### config.mk
export PLATFORM = sky130hd
export DESIGN_NAME = ext_pipe
export DESIGN_NICKNAME = d
export VERILOG_FILES = /design/src/rtl/ext_pipe.sv
export SDC_FILE = /design/constraint.sdc
export NUM_CORES = 1
export LEC_CHECK = 0
export ABC_AREA = 1
export CAP_MARGIN = 0
export CORE_UTILIZATION = 40
export DETAILED_ROUTE_END_ITERATION = 12
export HOLD_SLACK_MARGIN = 0.1
export MAX_ROUTING_LAYER = met4
export PLACE_DENSITY = 0.71
export SETUP_SLACK_MARGIN = 0.05
export SYNTH_ARGS = -nofsm -noshare
export SYNTH_HDL_FRONTEND = slang
export SYNTH_SLANG_ARGS = --single-unit
### constraint.sdc
create_clock -name clk_i -period 3.1 [get_ports clk_i]
set_input_delay 0.62 -clock clk_i [delete_from_list [all_inputs] [get_ports clk_i]]
set_output_delay 0.62 -clock clk_i [all_outputs]
set_load 0.005 [all_outputs]
### src/rtl/ext_pipe.sv
// Registered immediate extender with a valid/ready handshake and a two-entry skid buffer.
// The extended value (not the raw immediate) is captured on accept; illegal modes yield zero plus an error flag.
module ext_pipe #(
    parameter int IMM_W    = 16,
    parameter int DATA_W   = 32,
    parameter int BR_SHIFT = 2,
    parameter int TAG_W    = 5
) (
    input  logic              clk_i,
    input  logic              rst_ni,
    input  logic              flush_i,
    input  logic              in_valid_i,
    output logic              in_ready_o,
    input  logic [IMM_W-1:0]  in_imm_i,
    input  logic [2:0]        in_eop_i,
    input  logic [TAG_W-1:0]  in_tag_i,
    output logic              out_valid_o,
    input  logic              out_ready_i,
    output logic [DATA_W-1:0] out_ext_o,
    output logic [TAG_W-1:0]  out_tag_o,
    output logic              out_err_o
);

    localparam int HI_SHIFT = DATA_W - IMM_W;

    logic [DATA_W-1:0] sext, zext, new_ext;
    logic              new_err;

    logic              main_valid_q, main_valid_d;
    logic [DATA_W-1:0] main_ext_q, main_ext_d;
    logic [TAG_W-1:0]  main_tag_q, main_tag_d;
    logic              main_err_q, main_err_d;
    logic              skid_valid_q, skid_valid_d;
    logic [DATA_W-1:0] skid_ext_q, skid_ext_d;
    logic [TAG_W-1:0]  skid_tag_q, skid_tag_d;
    logic              skid_err_q, skid_err_d;

    logic accept, consume;

    assign sext = DATA_W'($signed(in_imm_i));
    assign zext = DATA_W'(in_imm_i);

    always_comb begin
        new_ext = '0;
        new_err = 1'b0;
        case (in_eop_i)
            3'd0:    new_ext = sext;
            3'd1:    new_ext = zext;
            3'd2:    new_ext = zext << HI_SHIFT;
            3'd3:    new_ext = sext << BR_SHIFT;
            3'd4:    new_ext = zext << BR_SHIFT;
            default: new_err = 1'b1;
        endcase
    end

    // The skid entry only exists while main is stalled, so its state alone decides readiness.
    assign in_ready_o = !skid_valid_q;
    assign accept     = in_valid_i && !skid_valid_q && !flush_i;
    assign consume    = main_valid_q && out_ready_i;

    always_comb begin
        main_valid_d = main_valid_q;
        main_ext_d   = main_ext_q;
        main_tag_d   = main_tag_q;
        main_err_d   = main_err_q;
        skid_valid_d = skid_valid_q;
        skid_ext_d   = skid_ext_q;
        skid_tag_d   = skid_tag_q;
        skid_err_d   = skid_err_q;
        if (flush_i) begin
            main_valid_d = 1'b0;
            skid_valid_d = 1'b0;
        end else if (skid_valid_q) begin
            if (consume) begin
                main_ext_d   = skid_ext_q;
                main_tag_d   = skid_tag_q;
                main_err_d   = skid_err_q;
                skid_valid_d = 1'b0;
            end
        end else if (!main_valid_q || consume) begin
            main_valid_d = accept;
            if (accept) begin
                main_ext_d = new_ext;
                main_tag_d = in_tag_i;
                main_err_d = new_err;
            end
        end else if (accept) begin
            skid_valid_d = 1'b1;
            skid_ext_d   = new_ext;
            skid_tag_d   = in_tag_i;
            skid_err_d   = new_err;
        end
    end

    always_ff @(posedge clk_i or negedge rst_ni) begin
        if (!rst_ni) begin
            main_valid_q <= 1'b0;
            main_ext_q   <= '0;
            main_tag_q   <= '0;
            main_err_q   <= 1'b0;
            skid_valid_q <= 1'b0;
            skid_ext_q   <= '0;
            skid_tag_q   <= '0;
            skid_err_q   <= 1'b0;
        end else begin
            main_valid_q <= main_valid_d;
            main_ext_q   <= main_ext_d;
            main_tag_q   <= main_tag_d;
            main_err_q   <= main_err_d;
            skid_valid_q <= skid_valid_d;
            skid_ext_q   <= skid_ext_d;
            skid_tag_q   <= skid_tag_d;
            skid_err_q   <= skid_err_d;
        end
    end

    assign out_valid_o = main_valid_q;
    assign out_ext_o   = main_ext_q;
    assign out_tag_o   = main_tag_q;
    assign out_err_o   = main_err_q;

endmodule

## Yosys cells after proc, flatten, opt, wreduce, memory -nomap -nowiden

Index checks and enable logic that the tools add are counted.

- Register bits: 78
- Input port bits: 29
- Output and inout port bits: 40

- Equal/unequal tests: 6
- Mux-type cells: 22
- Bitwise logic cells: 3
- Reduce and logical (&&, ||, !) cells: 15

Operator list:

| operator | number |
|---|---|
| $pmux W32 S5 | 1 |
| $mux W32 | 4 |
| $mux W5 | 4 |
| $mux W1 | 13 |
| $reduce_and A4 Y1 | 2 |
| $eq A3 B2 Y1 const B | 2 |
| $reduce_bool A2 Y1 | 3 |
| $reduce_or A5 Y1 | 1 |
| $eq A3 B1 Y1 const B | 1 |
| $eq A3 B3 Y1 const B | 1 |
| $logic_and A1 B1 Y1 | 3 |
| $logic_not A1 Y1 | 3 |
| $logic_not A3 Y1 | 1 |
| $not A1 Y1 | 3 |
| $ne A2 B1 Y1 const B | 1 |
| $ne A2 B2 Y1 const B | 1 |
| $reduce_and A2 Y1 | 1 |
| $logic_or A1 B1 Y1 | 1 |

## Logic depth before layout (Yosys ltp)

Gate-level depths: netlist (run 1).

- Depth in word-level cells: 7
- Gate-level depth with buffers: 10
- Depth with buffers taken out: 8

## Worst setup path after synthesis (run 1)

Ideal clock, no wire load.

- Kind: input-to-reg
- Start point: in in_eop_i[1]
- End point: reg skid_ext_q[20]
- Library setup time: 0.139 ns
- Data arrival time: 1.460 ns
- Required time: 2.961 ns
- Path slack: 1.502 ns
- Stages: 6
- Path through: buf_2 inv_1 nand2_1 nand3_1 clkbuf_1 a31oi_1

- Longest elaborated chain between the ends: 2

Ends and longest elaborated chain:

| element | line | text |
|---|---|---|
| start, declared | 15 | `input logic [2:0] in_eop_i,` |
| $eq A3 B3 Y1 (tied with other cells) | 46 | `case (in_eop_i)` |
| $pmux W32 S5 (*) | 46 |  |
| end signal, assigned | 111 | `skid_ext_q <= skid_ext_d;` |
| end, declared | 34 | `logic [DATA_W-1:0] skid_ext_q, skid_ext_d;` |

Every way passes the cells marked *; elsewhere a longest branch is shown, timed or not.
A chain may end at the register's enable or synchronous reset.

## Worst setup path in the final report (run 1)

- Start point: reg skid_valid_q
- End point: out in_ready_o

- Longest elaborated chain between the ends: 1

Ends and longest elaborated chain:

| element | line | text |
|---|---|---|
| start, declared | 33 | `logic skid_valid_q, skid_valid_d;` |
| start signal, assigned | 110 | `skid_valid_q <= skid_valid_d;` |
| $logic_not A1 Y1 | 57 | `assign in_ready_o = !skid_valid_q;` |
| end, declared | 13 | `output logic in_ready_o,` |

No other way between the ends.

==> results.yml, run 1 <==
power:
  pwr-share-clk: 0.297
  ir_drop_mv: 0.2555
  cellPowerDensity_nw_per_um2: 641.1
  comb_power_share: 0.234
  p_sw_mw: 0.8347
  fin_total_pwr_mw: 3.065
  p_seq_frac: 0.469
  p_leak_nw: 2.409
  sw_frac_of_total: 0.2723
  p_int_mw: 2.231
layout:
  finalNetCount: 588
  nFillCells: 865
  finalNonFillerCells: 674
  final_core_util: 0.5199
  layout_common_cells: "nand2_1, dfrtp_1, clkdlybuf4s50_1"
  area.growth.synth_to_final_pct: 26.48
  final_common_cell: "nand2_1"
  n_antenna_cell: 0
  layout-drive-gt1-share: 0.07638
synth:
  synthAdderAreaFrac: 0
  synth.area.mux_share: 0
  synth_simple_gate_area_frac: 0.3532
  synth_xor_area_frac: 0
  synth_cell_types: 20
  synth_top_family_by_area: "simple AND/OR/NAND/NOR gates"
  yosysTopAreaCell: "dfrtp_1"
  ys_ff_latch: 78
  synth_area_leaders: "dfrtp_1, nand2_1, nand3_1"
  netlist_instances: 498
  syn_area_um2: 3780
  avgSynthCellArea_um2: 7.590
  synth_top_area_frac: 0.5164
  syn_nets: 527
  yosysWarnings: 0
  synth_compound_area_frac: 0.07382
  synth-seq-area-share: 0.5164
status:
  outcome: "complete, no violations"
global_routing:
  grt_pass1_wl_um: 15980
  grt-ovfl-total: 0
  grt_use_total: 0.2137
  antenna_found_initial: 0
  grt_max_degree: 79
  grt_pass1_vias: 3323
place:
  dp.cells: 659
  pre_cts_ws_ns: 0.5456
  routabilityCongestion: 0.8552
  place_hpwl_um: 6501
  portBuffers: 68
worst_setup_path:
  cp.required_ns: 2.48
  crit_path_end_kind: "output port"
  path_class: "register to output port"
  cp_max_fo: 16
  start_kind: "register"
  cp.arrival_ns: 1.81
timing:
  worst_slew_pin_slew_ns: 0.9796
  skew_ns: 0.007519
  hold_viol: 0
  setup_slack_ns: 0.6731
  setup_viol: 0
  rsz0062_at_grt: "no"
  drv_slew: 0
  fmax_ghz: 0.4120
  period_share: 0.7829
  tns_ns: 0
  slew_headroom: 0.3469
  post-route-min-period_ns: 2.427
worst_hold_path:
  hold_path.class: "primary input to asynchronous set/reset pin"
cts:
  cts_sinks: 78
  post_cts_resized: 0
  cts_setup_buffers: 0
  clockBufferDepth: 2
  clkTransAtPathRegs_ns: 0.07
  cts_hold_buffers: 0
  clock-root-buffer: "clkbuf_8"
  cts_tree: "done"
  htreeDepth: 3
  cts_buffers: 9
  clkLatencyLatePin_ns: 0.35
floorplan:
  die_w_um: 99.21
  core_area_um2: 9196
  die_h_um: 99.21
  io-pin-count: 69
  row_count: 35
  die_area_um2: 9843
  initial_core_util: 0.4110
drt:
  routed_wl_um: 9599
  drc: 0
  dr.pass1.iters: 4
  drt_iter0_markers: 214
  routed_via_density: 5.172
  ant_nets: 0
  wl_per_cell_um: 14.24
  vias: 3486
job:
  cap_violations: 0
-- power groups by stage --
stage	Clock [mW]	Combinational [mW]	Sequential (mW)
6_report	0.910	0.717	1.44
5_1_grt	0.967	0.813	1.47
4_1_cts	0.928	0.726	1.44
3_5_place_dp	0	0.720	1.46
3_3_place_gp	0	0.701	1.45
2_1_floorplan	0	0.351	1.44
-- cells in the mapped netlist --
cell type	count
a21oi_1	3
a31oi_1	21
buf_2	9
buf_6	1
clkbuf_1	17
dfrtp_1	78
inv_1	23
inv_2	2
nand2_1	203
nand2_2	1
nand3_1	45
nand3_2	1
nand4_1	3
nor2_1	41
nor2_2	2
nor2_4	1
nor3_1	12
o211ai_1	7
o21ai_0	16
or2_2	12
-- final cells by class --
class                      count  area, um2  share of cell area
sequential                    78       1952              0.4083
multi-input combinational    368       1614              0.3376
tap                          111      138.9             0.02905
clock inverter                 4      95.09             0.01989
timing repair buffer          77      745.7              0.1560
clock buffer                  11      141.4             0.02957
inverter                      25      93.84             0.01963
-- worst max-delay path: stages, from the launching register on --
cell and delay (ns):
dfrtp_1 0.58, inv_2 0.32, clkdlybuf4s50_1 0.56
-- through the flow --
| step | instance area (um2) | hold slack, ns |
|---|---|---|
| 2_1_floorplan | 3780 | 0.3244 |
| 4_1_cts | 4781 | 0.4615 |
| 3_5_place_dp | 4544 | 0.4653 |
| 5_1_grt | 4781 | 0.5081 |
| 6_report | 4781 | 0.4310 |
| 3_3_place_gp | 4544 | 0.4624 |
-- per-layer routing --
metal | GRT usage | part of all wire | vias up
met5 | - | 0 | -
met3 | 0.03654 | 0.046 | 18
li1 | - | - | 1720
met2 | 0.3130 | 0.45 | 100
met1 | 0.2919 | 0.47 | 1648
met4 | 0.09502 | 0.029 | 0
-- worst paths after layout --
kind	slack [ns]	end	cells after the start	startpoint
min reg2reg	0.48	skid_ext_q[11]$_DFFE_PN0P_	2	skid_ext_q[11]$_DFFE_PN0P_
max in group asynchronous	2.04	out_ext_o[14]$_DFFE_PN0P_	1	rst_ni
min in group clk_i	0.48	skid_ext_q[11]$_DFFE_PN0P_	2	skid_ext_q[11]$_DFFE_PN0P_
max	0.67	in_ready_o	2	skid_valid_q$_DFF_PN0_
max reg2reg	0.92	out_ext_o[31]$_DFFE_PN0P_	6	skid_valid_q$_DFF_PN0_
min	0.43	out_ext_o[24]$_DFFE_PN0P_	1	rst_ni
-- state kept, by name (all words and copies together) (netlist names) --
signal,flops
skid_err_q,1
out_ext_o,32
skid_ext_q,32
out_err_o,1
out_tag_o,5
out_valid_o,1
skid_tag_q,5
skid_valid_q,1
-- cell families after synthesis --
family,count (synthesis)
buf+inv,52
compound gates,47
simple gates,321
flops,78
No activity file was read; power rests on OpenSTA's default activity.
==> run 2, diff against run 1 <==
--- a/config.mk
+++ b/config.mk
@@ -11,7 +11,7 @@
 export DETAILED_ROUTE_END_ITERATION = 12
 export HOLD_SLACK_MARGIN = 0.1
 export MAX_ROUTING_LAYER = met4
-export PLACE_DENSITY = 0.71
+export PLACE_DENSITY = 0.73
 export SETUP_SLACK_MARGIN = 0.05
 export SYNTH_ARGS = -nofsm -noshare
 export SYNTH_HDL_FRONTEND = slang
==> constraint.sdc (replaced) <==
create_clock -name clk_i -period 2.2 [get_ports clk_i]
set_input_delay 0.44 -clock clk_i [delete_from_list [all_inputs] [get_ports clk_i]]
set_output_delay 0.44 -clock clk_i [all_outputs]
set_load 0.005 [all_outputs]
==> run 2 against run 1 <==
  * Register-to-register slack worse by 0.32 ns
  * Combinational power is 45% higher
  * Die area is the same
  * Sequential power rose by 42%
  * Critical path depth did not move
  * Clock power up 16%
  * Total power increased by 35%
  * First-iteration DRC count is 1.9% higher
  * Global-route usage up 0.69 points
  * Flip-flop and latch count stayed put
  * Cell area up 1.2%
  * Critical path type unchanged
  * Highest routed layer unchanged
==> results.yml, run 2 (synthesis gave the netlist of run 1 again) <==
status:
  outcome: "complete, no violations"
global_routing:
  grt-busiest-layer: "met2"
  grt-ovfl-total: 0
  grt_use_total: 0.2207
  met2_usage: 0.3243
  grt_pass1_vias: 3302
  grt_pass1_wl_um: 16280
  antenna_found_initial: 0
  grt_max_degree: 52
  use_met3: 0.04357
  use_met1: 0.2996
layout:
  n_antenna_cell: 0
  final_common_cell: "nand2_1"
  layout-drive-gt1-share: 0.08596
  final_core_util: 0.5261
  finalNetCount: 595
  final_area_um2: 4838
  layout_common_cells: "nand2_1, dfrtp_1, clkdlybuf4s50_1"
  area.growth.synth_to_final_pct: 28.00
place:
  portBuffers: 68
  routabilityCongestion: 0.9589
  place_hpwl_um: 7018
  pre_cts_ws_ns: 0.1203
  place_area_um2: 4639
worst_setup_path:
  cp_max_fo: 6
  cp.arrival_ns: 1.43
  cp_num_buf_inv: 2
  path_class: "register to output port"
  cp_top_family: "buffers and inverters"
  cpPeakStageDelay_ns: 0.53
  cp.required_ns: 1.76
  start_kind: "register"
  crit_slowest_cell: "clkdlybuf4s50_1"
  crit_chain: "inv_2 > clkdlybuf4s50_1"
  crit_path_end_kind: "output port"
cts:
  cts_buffers: 9
  htreeDepth: 3
  clkLatencyLatePin_ns: 0.35
  clockBufferDepth: 2
  clock-root-buffer: "clkbuf_8"
  post_cts_resized: 0
  clkTransAtPathRegs_ns: 0.08
  cts_tree: "done"
  cts_sinks: 78
timing:
  rsz0062_at_grt: "no"
  post-route-min-period_ns: 1.869
  skew_ns: 0.006531
  setup_slack_ns: 0.3311
  hold_viol: 0
  worst_slew_pin_slew_ns: 0.4307
  period_share: 0.8495
  slew_headroom: 0.7125
  finalHoldWorstSlack_ns: 0.4799
  setup_viol: 0
  fmax_ghz: 0.5351
  drv_slew: 0
  tns_ns: 0
power:
  p_leak_nw: 2.437
  cellPowerDensity_nw_per_um2: 856.2
  ir_drop_mv: 0.2985
floorplan:
  die_area_um2: 9843
  die_h_um: 99.21
  io-pin-count: 69
  initial_core_util: 0.4110
  die_w_um: 99.21
  core_area_um2: 9196
  row_count: 35
drt:
  drt_iter0_markers: 218
  routed_via_density: 5.258
  vias: 3581
  dr.pass1.iters: 7
  routed_wl_um: 10020
  wl_per_cell_um: 14.71
  ant_nets: 0
  drc: 0
worst_hold_path:
  hold_path.class: "register to register"
job:
  cap_violations: 0
[run 2: path summary, 6_finish.rpt]
check                                    startpoint                         end  slack [ns]  cells after the start
hold / removal             out_tag_o[2]$_DFFE_PN0P_    out_tag_o[2]$_DFFE_PN0P_        0.48                      2
min in group asynchronous                    rst_ni  skid_ext_q[13]$_DFFE_PN0P_        0.56                      2
hold reg to reg            out_tag_o[2]$_DFFE_PN0P_    out_tag_o[2]$_DFFE_PN0P_        0.48                      2
setup reg to reg             skid_valid_q$_DFF_PN0_  skid_ext_q[11]$_DFFE_PN0P_        0.60                      7
max in group asynchronous                    rst_ni  skid_ext_q[29]$_DFFE_PN0P_        1.05                      3
setup / recovery             skid_valid_q$_DFF_PN0_                  in_ready_o        0.33                      2
[run 2: power breakdown]
part | total, mW | internal (mW) | switching (mW)
logic | 1.04 | 0.562 | 0.481
clock network | 1.06 | 0.546 | 0.518
registers | 2.04 | 1.82 | 0.212
[run 2: metal layers]
metal  vias up  part of all wire  routed length, um
met3        24             0.065                653
li1       1734                 -                  -
met5         -                 0                  0
met1      1660              0.45               4493
met4         0             0.027                267
met2       163              0.46               4605
[run 2: cell type report]
class                      instances  area (um2)
inverter                          25       93.84
fill                             849        4358
sequential                        78        1952
tap                              111       138.9
multi-input combinational        368        1614
clock inverter                     4       47.55
timing repair buffer              84       850.8
clock buffer                      11       141.4
[run 2: metrics by stage]
stage / cells / power, mW
detailed placement: 665 / 3.110
floorplan: 498 / 2.521
finish: 681 / 4.143
global route: 681 / 4.400
CTS: 681 / 4.183
global placement: 665 / 3.053
[run 2: what timing repair did]
item / 4_1_cts / 5_1_grt
endpoints found under the hold margin: 27 / 0
hold buffers: 1 / 0
setup buffers: 0 / 0
[run 2: worst min-delay path: stages, from the launching register on]
cell and delay (ns):
dfrtp_1 0.35, nand2_1 0.05, nand2_1 0.05
